**config.mk**
```make
export PLATFORM = sky130hd
export DESIGN_NAME = trig_sequencer
export DESIGN_NICKNAME = d
export VERILOG_FILES = /design/src/rtl/logicap_pkg.sv /design/src/rtl/trig_stage_match.sv /design/src/rtl/trig_sequencer.sv
export SDC_FILE = /design/constraint.sdc
export NUM_CORES = 1
export LEC_CHECK = 0
export CORE_AREA = 2 2 416 418
export CTS_CLUSTER_SIZE = 25
export DETAILED_ROUTE_END_ITERATION = 8
export DIE_AREA = 0 0 418 420
export SKIP_CTS_REPAIR_TIMING = 1
export SLEW_MARGIN = 30
export SYNTH_ARGS = -nofsm -noshare
export SYNTH_HDL_FRONTEND = slang
export SYNTH_SLANG_ARGS = --single-unit
```
**constraint.sdc**
```tcl
create_clock -name clk -period 6.92 [get_ports clk]
set_input_delay 1.384 -clock clk [delete_from_list [all_inputs] [get_ports clk]]
set_output_delay 1.384 -clock clk [all_outputs]
set_load 0.005 [all_outputs]
```
**src/rtl/logicap_pkg.sv**
```systemverilog
// Shared definitions for the trigger sequencer: FSM state type, per-bit
// qualifier encodings and the circular-buffer address wrap helper.
package logicap_pkg;

  typedef enum logic [1:0] {
    IDLE = 2'd0,
    SEQ  = 2'd1,
    POST = 2'd2,
    DONE = 2'd3
  } seq_state_e;

  // Per-bit qualifier type (trig_type bit value)
  localparam logic TRIG_LEVEL = 1'b0;
  localparam logic TRIG_EDGE  = 1'b1;

  // Edge direction carried on the level bit when the type is TRIG_EDGE
  localparam logic EDGE_RISING = 1'b1;

  // Next circular-buffer address. A depth of 0 stands for a full
  // 2^aw-entry buffer. An address already past a shrunken depth folds to 0.
  function automatic logic [31:0] buf_next_addr(input logic [31:0]  addr,
                                                input logic [31:0]  depth,
                                                input int unsigned  aw);
    logic [32:0] nxt;
    logic [32:0] lim;
    nxt = {1'b0, addr} + 33'd1;
    lim = (depth == 32'd0) ? (33'd1 << aw) : {1'b0, depth};
    return (nxt >= lim) ? 32'd0 : nxt[31:0];
  endfunction

endpackage

```
**src/rtl/trig_stage_match.sv**
```systemverilog
// Combinational match of one sample against one trigger stage.
// Ports:
//   din_i        current sample
//   prev_i       previous accepted sample
//   prev_valid_i prev_i holds a real sample (edge qualifiers need it)
//   mask_i       per-bit enable; unmasked bits always qualify
//   type_i       per-bit TRIG_LEVEL / TRIG_EDGE
//   level_i      level: required value; edge: EDGE_RISING or falling
//   match_o      every enabled bit qualifies
module trig_stage_match
  import logicap_pkg::*;
#(
  parameter int SIZE = 32
) (
  input  logic [SIZE-1:0] din_i,
  input  logic [SIZE-1:0] prev_i,
  input  logic            prev_valid_i,
  input  logic [SIZE-1:0] mask_i,
  input  logic [SIZE-1:0] type_i,
  input  logic [SIZE-1:0] level_i,
  output logic            match_o
);

  logic [SIZE-1:0] bit_ok;

  always_comb begin
    bit_ok = '1;
    for (int b = 0; b < SIZE; b++) begin
      if (mask_i[b]) begin
        if (type_i[b] == TRIG_EDGE) begin
          if (level_i[b] == EDGE_RISING)
            bit_ok[b] = prev_valid_i && !prev_i[b] && din_i[b];
          else
            bit_ok[b] = prev_valid_i && prev_i[b] && !din_i[b];
        end else begin
          bit_ok[b] = (din_i[b] == level_i[b]);
        end
      end
    end
    match_o = &bit_ok;
  end

endmodule

```
**src/rtl/trig_sequencer.sv**
```systemverilog
// Multi-stage capture trigger. Walks a programmable chain of stages over the
// sampled input, writes every accepted sample into a circular buffer, latches
// the buffer address of the trigger sample and collects post-trigger samples.
// Ports:
//   clk, reset_n                 clock, async active-low reset
//   din, din_valid               sample stream
//   arm, abort                   control pulses
//   num_stages .. buffer_size    live configuration (stable while not idle)
//   wr_en, wr_addr, wr_data      registered buffer write port
//   ready, armed, triggered, done, cur_stage, trigger_pos   status
module trig_sequencer
  import logicap_pkg::*;
#(
  parameter int SIZE    = 32,
  parameter int STAGES  = 8,
  parameter int CNT_W   = 16,
  parameter int SADDR_W = 24
) (
  input  logic                        clk,
  input  logic                        reset_n,
  input  logic [SIZE-1:0]             din,
  input  logic                        din_valid,
  input  logic                        arm,
  input  logic                        abort,
  input  logic [$clog2(STAGES):0]     num_stages,
  input  logic [STAGES*SIZE-1:0]      trig_mask,
  input  logic [STAGES*SIZE-1:0]      trig_type,
  input  logic [STAGES*SIZE-1:0]      trig_level,
  input  logic [STAGES*CNT_W-1:0]     stage_count,
  input  logic [SADDR_W-1:0]          post_trigger_count,
  input  logic [SADDR_W-1:0]          buffer_size,
  output logic                        wr_en,
  output logic [SADDR_W-1:0]          wr_addr,
  output logic [SIZE-1:0]             wr_data,
  output logic                        ready,
  output logic                        armed,
  output logic                        triggered,
  output logic                        done,
  output logic [$clog2(STAGES)-1:0]   cur_stage,
  output logic [SADDR_W-1:0]          trigger_pos
);

  localparam int STG_W = $clog2(STAGES);
  localparam int NS_W  = STG_W + 1;

  seq_state_e         state_q, state_d;
  logic               wr_en_q, wr_en_d;
  logic [SADDR_W-1:0] wr_addr_q, wr_addr_d;
  logic [SIZE-1:0]    wr_data_q, wr_data_d;
  logic [SADDR_W-1:0] addr_q, addr_d;        // address the next sample goes to
  logic [STG_W-1:0]   cur_stage_q, cur_stage_d;
  logic [CNT_W-1:0]   match_cnt_q, match_cnt_d;
  logic [SIZE-1:0]    prev_q, prev_d;
  logic               prev_valid_q, prev_valid_d;
  logic [SADDR_W-1:0] trig_pos_q, trig_pos_d;
  logic [SADDR_W-1:0] post_cnt_q, post_cnt_d;

  logic [SIZE-1:0]    stg_mask, stg_type, stg_level;
  logic [CNT_W-1:0]   stg_cnt;
  logic [CNT_W:0]     cnt_inc;
  logic [NS_W-1:0]    ns_eff;
  logic [STG_W-1:0]   last_stage;
  logic [SADDR_W-1:0] addr_inc;
  logic               match;
  logic               accept;
  logic               start;

  always_comb begin
    stg_mask  = trig_mask[int'(cur_stage_q)*SIZE +: SIZE];
    stg_type  = trig_type[int'(cur_stage_q)*SIZE +: SIZE];
    stg_level = trig_level[int'(cur_stage_q)*SIZE +: SIZE];
    stg_cnt   = stage_count[int'(cur_stage_q)*CNT_W +: CNT_W];
    if (num_stages == '0)
      ns_eff = NS_W'(1);
    else if (int'(num_stages) > STAGES)
      ns_eff = NS_W'(STAGES);
    else
      ns_eff = num_stages;
    last_stage = STG_W'(ns_eff - NS_W'(1));
    addr_inc   = SADDR_W'(buf_next_addr(32'(addr_q), 32'(buffer_size), SADDR_W));
    cnt_inc    = {1'b0, match_cnt_q} + (CNT_W+1)'(1);
  end

  trig_stage_match #(.SIZE(SIZE)) u_match (
    .din_i        (din),
    .prev_i       (prev_q),
    .prev_valid_i (prev_valid_q),
    .mask_i       (stg_mask),
    .type_i       (stg_type),
    .level_i      (stg_level),
    .match_o      (match)
  );

  always_comb begin
    state_d      = state_q;
    wr_en_d      = 1'b0;
    wr_addr_d    = wr_addr_q;
    wr_data_d    = wr_data_q;
    addr_d       = addr_q;
    cur_stage_d  = cur_stage_q;
    match_cnt_d  = match_cnt_q;
    prev_d       = prev_q;
    prev_valid_d = prev_valid_q;
    trig_pos_d   = trig_pos_q;
    post_cnt_d   = post_cnt_q;
    accept       = 1'b0;
    start        = 1'b0;

    unique case (state_q)
      IDLE: if (arm) start = 1'b1;
      SEQ: begin
        if (abort) begin
          state_d = IDLE;
        end else if (din_valid) begin
          accept       = 1'b1;
          prev_d       = din;
          prev_valid_d = 1'b1;
          if (match) begin
            // stage_count of 0 passes on the first match, same as 1
            if (cnt_inc >= {1'b0, stg_cnt}) begin
              match_cnt_d = '0;
              if (cur_stage_q == last_stage) begin
                trig_pos_d = addr_q;
                post_cnt_d = '0;
                state_d    = (post_trigger_count == '0) ? DONE : POST;
              end else begin
                cur_stage_d = cur_stage_q + STG_W'(1);
              end
            end else begin
              match_cnt_d = cnt_inc[CNT_W-1:0];
            end
          end
        end
      end
      POST: begin
        if (abort) begin
          state_d = IDLE;
        end else if (post_cnt_q == post_trigger_count) begin
          // DONE follows the cycle that shows the last write
          state_d = DONE;
        end else if (din_valid) begin
          accept     = 1'b1;
          post_cnt_d = post_cnt_q + SADDR_W'(1);
        end
      end
      DONE: begin
        if (abort)
          state_d = IDLE;
        else if (arm)
          start = 1'b1;
      end
      default: state_d = IDLE;
    endcase

    if (accept) begin
      wr_en_d   = 1'b1;
      wr_addr_d = addr_q;
      wr_data_d = din;
      addr_d    = addr_inc;
    end

    if (start) begin
      state_d      = SEQ;
      wr_addr_d    = '0;
      addr_d       = '0;
      cur_stage_d  = '0;
      match_cnt_d  = '0;
      prev_valid_d = 1'b0;
    end
  end

  always_ff @(posedge clk or negedge reset_n) begin
    if (!reset_n) begin
      state_q      <= IDLE;
      wr_en_q      <= 1'b0;
      wr_addr_q    <= '0;
      wr_data_q    <= '0;
      addr_q       <= '0;
      cur_stage_q  <= '0;
      match_cnt_q  <= '0;
      prev_q       <= '0;
      prev_valid_q <= 1'b0;
      trig_pos_q   <= '0;
      post_cnt_q   <= '0;
    end else begin
      state_q      <= state_d;
      wr_en_q      <= wr_en_d;
      wr_addr_q    <= wr_addr_d;
      wr_data_q    <= wr_data_d;
      addr_q       <= addr_d;
      cur_stage_q  <= cur_stage_d;
      match_cnt_q  <= match_cnt_d;
      prev_q       <= prev_d;
      prev_valid_q <= prev_valid_d;
      trig_pos_q   <= trig_pos_d;
      post_cnt_q   <= post_cnt_d;
    end
  end

  assign wr_en       = wr_en_q;
  assign wr_addr     = wr_addr_q;
  assign wr_data     = wr_data_q;
  assign ready       = (state_q == IDLE);
  assign armed       = (state_q == SEQ);
  assign triggered   = (state_q == POST) || (state_q == DONE);
  assign done        = (state_q == DONE);
  assign cur_stage   = cur_stage_q;
  assign trigger_pos = trig_pos_q;

endmodule

```
# ---- Word level (Yosys, flattened, before mapping)
# Index checks and enable logic that the tools add are counted.
dict set report op_classes {
  mux 150
  shifts 4
  order_cmp 3
  addsub 5
  n_eq_ne 53
  bitwise 1
  n_reduce_logical 212
}
# operator n
set op_table {}
lappend op_table {{variable part select 256 x 9 -> 32 bit} 3}
lappend op_table {{2-to-1 mux 24 bit} 13}
lappend op_table {{logical AND 1 bit} 128}
lappend op_table {{variable part select 128 x 8 -> 16 bit} 1}
lappend op_table {{2-to-1 mux 1 bit} 108}
lappend op_table {{2-to-1 mux 16 bit} 6}
lappend op_table {{zero test 1 bit} 64}
lappend op_table {{zero test 24 bit} 2}
lappend op_table {{case mux 24 bit (2 select lines)} 1}
lappend op_table {{AND reduction 37 bit} 1}
lappend op_table {{equality test 1 bit} 32}
lappend op_table {{AND reduction 32 bit} 1}
lappend op_table {{2-to-1 mux 3 bit} 9}
lappend op_table {{adder 24 x 1 -> 25 bit (second input constant)} 1}
lappend op_table {{>= comparator 25 bit} 1}
lappend op_table {{2-to-1 mux 25 bit} 1}
lappend op_table {{adder 24 x 1 -> 24 bit (second input constant)} 1}
lappend op_table {{equality test 24 bit} 1}
lappend op_table {{2-to-1 mux 2 bit} 9}
lappend op_table {{adder 16 x 1 -> 17 bit (second input constant)} 1}
lappend op_table {{>= comparator 17 x 16 -> 1 bit} 1}
lappend op_table {{inequality test 2 bit (second input constant)} 6}
lappend op_table {{inequality test 4 x 2 -> 1 bit (second input constant)} 3}
lappend op_table {{nonzero test 2 bit} 6}
lappend op_table {{22 further kinds} 28}
dict set report word_totals {
  input_bits 985
  ff_bits 183
  output_inout_bits 88
  word_cells 439
}

# ---- Depth between registers and ports, before layout
dict set report logic_depth {
  word_depth 12
  ltp_mapped 21
  mapped_depth_nobuf 18
}

# ---- By module
# A second synthesis with hierarchy kept.
dict set report unflattened {
  cells_unflattened 1636
  hier_area_um2 17789.6
}
# module cells_each instances seq_area_each_um2 area_per_inst_um2
set modules_own_cells {}
lappend modules_own_cells {trig_sequencer 1431 1 4579.4 16590.9}
lappend modules_own_cells {trig_stage_match 205 1 0.0 1198.6}

# ---- Worst setup path after synthesis
# No wires, ideal clock.
dict set report synth_path {
  path_type {flip-flop to flip-flop}
  start {register cur_stage_q[0] (netlist: cur_stage[0])}
  end {register post_cnt_q[15]}
  required_ns 6.792
  t_arrival_ns 5.114
  period_less_slack_ns 5.242
  path_stages_with_launch 22
  path_buffers 8
  setup_slack_ns 1.678
  setup_ns 0.128
  path_cell_list {dfrtp_1 buf_6 buf_12 buf_4 buf_4 buf_4 buf_2 buf_1 mux4_2 mux2i_1 ha_1 and3_1 a221o_1 a21oi_1 o21ai_0 a21oi_1 or3b_2 nor4_1 a21oi_1 buf_2 mux2i_1 o21ai_0}
}
dict set report synth_via {
  elab_chain_cells 7
  elab_cells_between_ends 139
  cone_classes {order compare (1); eq/ne (36); shift (4); mux (96); reduce/logical (2)}
}
# element line
set synth_lines {}
lappend synth_lines {{from (decl)} trig_sequencer.sv:51} ;# logic [STG_W-1:0] cur_stage_q, cur_stage_d;
lappend synth_lines {{from (signal assigned)} trig_sequencer.sv:191} ;# cur_stage_q <= cur_stage_d;
lappend synth_lines {{variable part select 256 x 9 -> 32 bit} trig_sequencer.sv:71} ;# stg_level = trig_level[int'(cur_stage_q)*SIZE +: SIZE];
lappend synth_lines {{equality test 1 bit / 2-to-1 mux 1 bit (equally long branches)} {trig_stage_match.sv:36, trig_stage_match.sv:31}}
lappend synth_lines {{2-to-1 mux 1 bit} trig_stage_match.sv:30} ;# if (type_i[b] == TRIG_EDGE) begin
lappend synth_lines {{2-to-1 mux 1 bit} trig_stage_match.sv:29} ;# if (mask_i[b]) begin
lappend synth_lines {{AND reduction 32 bit} trig_stage_match.sv:40} ;# match_o = &bit_ok;
lappend synth_lines {{inequality test 2 x 1 -> 1 bit (no source line)} --}
lappend synth_lines {{AND reduction 9 bit (no source line) (*)} --}
lappend synth_lines {{to (signal assigned)} trig_sequencer.sv:196} ;# post_cnt_q <= post_cnt_d;
lappend synth_lines {{to (decl)} trig_sequencer.sv:56} ;# logic [SADDR_W-1:0] post_cnt_q, post_cnt_d;
# Mark *: on every way between the ends. The rest lies on a longest branch, timed or not.
# A chain may end at the register's enable or synchronous reset.

# ---- Worst setup path in the final report
dict set report layout_path {
  start {input port din[22]}
  end {register trig_pos_q[0] (netlist: trigger_pos[0])}
}
dict set report layout_via {
  elab_chain_cells 6
  elab_cells_between_ends 8
  cone_classes {eq/ne (1); mux (3); reduce/logical (4)}
}
# element line
set layout_lines {}
lappend layout_lines {{from (decl)} trig_sequencer.sv:21} ;# input logic [SIZE-1:0] din,
lappend layout_lines {{zero test 1 bit} trig_stage_match.sv:34} ;# bit_ok[b] = prev_valid_i && prev_i[b] && !din_i[b];
lappend layout_lines {{logical AND 1 bit} trig_stage_match.sv:34}
lappend layout_lines {{2-to-1 mux 1 bit} trig_stage_match.sv:31} ;# if (level_i[b] == EDGE_RISING)
lappend layout_lines {{2-to-1 mux 1 bit (*)} trig_stage_match.sv:30}
lappend layout_lines {{2-to-1 mux 1 bit (*)} trig_stage_match.sv:29}
lappend layout_lines {{AND reduction 37 bit (no source line) (*)} --}
lappend layout_lines {{to (signal assigned)} trig_sequencer.sv:195} ;# trig_pos_q <= trig_pos_d;
lappend layout_lines {{to (decl)} trig_sequencer.sv:55} ;# logic [SADDR_W-1:0] trig_pos_q, trig_pos_d;
# Marked as above.

==> impl_metrics.tcl <==
set metrics [dict create \
    worstSkewPairLatency_ns 0.55 \
    intPower_mw 3.22 \
    io_buffers 1072 \
    grt_start_max_net_pins 103 \
    worstPathMaxFanout 24 \
    gp_congestion 0.984 \
    rsz0062_at_grt "no" \
    hp-class "reg2reg" \
    gr-usage-all-layers_pct 19.9 \
    die_w_um 418 \
    dpl.hpwl_mm 158 \
    synth_cell_types 79 \
    ff2ff_path_depth 19 \
    ys_warn_count 0 \
    antenna_found_initial 158 \
    place_worst_setup_slack_ns 0.321 \
    synth_ff_type "dfrtp_1" \
    leakagePower_nw 12.6 \
    skew_ns 0.0264 \
    synth_top_area_cell "dfrtp_1" \
    synth-seq-area-share_pct 23.3 \
    grt_overflow_total 0 \
    synth_nets 3110 \
    finalSetupTns_ns 0 \
    end_kind "flop" \
    synth-seq-cells 183 \
    hold_viol 0 \
    vias_per_cell 4.26 \
    grt_pass1_vias 22500 \
    grt_pass1_wl_mm 228 \
    drv_cap 0 \
    synth_edf_count 0 \
    p_sw_share_pct 43.1 \
    synthesis.area_um2 19700 \
    max_freq_mhz 172 \
    drt-initial-drc-count 2266 \
    coreArea_um2 171000 \
    utilization_pct 19.7 \
    wl_per_cell_um 33.8 \
    worstSetupStartpointType "input port" \
    synth.area.top_cells "dfrtp_1 (23%), mux4_2 (15%), xor2_1 (9.5%), mux2i_1 (5.8%), nand2_1 (4.0%)" \
    power.density_nw_per_um2 168 \
    critPathKind "in2reg" \
    ctsLongestPathBuffers 2 \
    area_growth_pct 71.7 \
    io_pins 1073 \
    synthArstFlopShare_pct 100 \
    die_area_um2 176000 \
    min_delay_path_depth 2 \
    dr.pass1.iters 7 \
    vias 22900 \
    drt_wl_total_mm 182 \
    post-route-drc-count 0 \
    p_seq_share_pct 29.9 \
    layout_min_cycle_time_ns 5.80 \
    maxSlewHeadroom_pct 36.3 \
    synth_top_area_share_pct 23.3 \
    layout-drive-gt1-share_pct 10.6 \
    initial_core_util_pct 11.5 \
    final.period_utilization_pct 83.9 \
    ir_drop_mv 0.165 \
    worst_slack_ns 1.12 \
    final_nets 4112 \
    cp.arrival_ns 6.22 \
    numCtsBuffers 17 \
    fp.dieH_um 420 \
    status "completed" \
    htreeDepth 4 \
    share_comb_of_total_power_pct 50.3 \
    cts.sink_count 183 \
    power_frac_clock_pct 19.8 \
    tightest_slew_ns 0.928 \
    clk_pin_slew_ns 0.08 \
    crit_required_ns 7.34 \
    row_count 152 \
    synthCells 2074 \
    power.total_mw 5.66 \
    setup_violations 0 \
    syn_area_per_cell_um2 9.48 \
    p_sw_mw 2.44 \
    drv_slew 0 \
    ant_nets 0 \
    tritoncts "done" \
    root_buffer "clkbuf_16" \
]
worst paths after layout:
| path | start | endpoint | slack (ns) |
|---|---|---|---|
| hold reg to reg | wr_data[31] | wr_data[31] | 0.48 |
| hold / removal | wr_data[31] | wr_data[31] | 0.48 |
| min in group asynchronous | reset_n | trigger_pos[10] | 0.84 |
| setup / recovery | din[22] | trigger_pos[0] | 1.12 |
| setup reg to reg | addr_q[0] | addr_q[14] | 1.14 |
| max in group asynchronous | reset_n | prev_q[24] | 4.81 |
worst max-delay path, cell delays in order:
cell and delay, ns:
clkdlybuf4s50_1 0.82, xor2_1 0.33, o211ai_1 0.21, o21ai_0 0.11, o21ai_1 0.59, o211ai_1 0.33
or4b_4 0.61, o21ai_4 0.41, nand3_4 0.18, nor4b_4 0.56, buf_12 0.29, mux2_2 0.35
synthesized netlist by cell type (48+ instances only):
cell,count
xor2_1,214
nand2_1,209
dfrtp_1,183
o21ai_0,156
mux4_2,131
mux2i_1,114
nand3_1,82
nand2b_1,70
inv_1,64
o211ai_1,64
mux2_2,61
xnor2_1,56
ha_1,51
nor2_1,50
a21oi_1,48
per-layer routing:
layer | part of all wire, % | up-vias | global-route usage (%) | routed length (um)
met5 | 0.15 | - | 0 | 264
met4 | 3.4 | 42 | 7.55 | 6190
met3 | 8.5 | 325 | 5.91 | 15500
met2 | 47 | 1176 | 32.0 | 85500
met1 | 41 | 11600 | 25.0 | 74300
li1 | - | 9809 | - | -
stage by stage:
stage | hold WS (ns) | area (um^2) | cells
after floorplan | 0.470 | 19700 | 2074
after global placement | 0.461 | 33000 | 5289
after detailed placement | 0.464 | 33000 | 5290
after CTS | 0.489 | 33600 | 5322
after global routing | 0.496 | 33700 | 5351
final | 0.485 | 33800 | 5380
registers in the layout, indices dropped and copies added (netlist names):
signal / cells
addr_q: 24
wr_en: 1
prev_valid_q: 1
match_cnt_q: 16
wr_addr: 24
post_cnt_q: 24
wr_data: 32
prev_q: 32
cur_stage: 3
trigger_pos: 24
state_q: 2
placed cells by master (no fill, tap or decap), types with 61 or more instances in the layout:
cell type and instances:
o211ai_1 64, nand3_1 82, clkdlybuf4s50_1 1071, mux2i_1 114, inv_1 62, nand2_1 208
dfrtp_1 179, o21ai_0 155, nand2b_1 70, xor2_1 214, mux2_2 61, mux4_2 131
cell type report:
cell class | instances | area [um^2]
antenna | 58 | 145
tap | 2233 | 2790
sequential | 183 | 4590
timing repair buffer | 1120 | 11200
clock buffer | 18 | 429
clock inverter | 14 | 154
fill | 18900 | 137000
inverter | 66 | 250
multi-input combinational | 1688 | 14200
power by group through the flow:
stage	registers, mW	clock network, mW	logic [mW]
floorplan	1.59	0	1.22
global placement	1.70	0	2.83
detailed placement	1.71	0	2.85
CTS	1.69	1.18	2.87
global route	1.74	1.21	3.06
finish	1.69	1.12	2.85
logic make-up (layout without fill, tap and decap cells):
logic type      after synthesis  count (layout)  synth area share (%)
simple gates                603             603                  15.7
compound gates              436             436                  14.7
mux                         328             328                  26.1
xor+xnor                    270             270                  12.0
buf+inv                     203            1218                  5.03
flops                       183             183                  23.3
fa+ha+maj                    51              51                  3.25
other cells                   0              58                     0
Note: power is estimated with default switching activity, not from simulation.
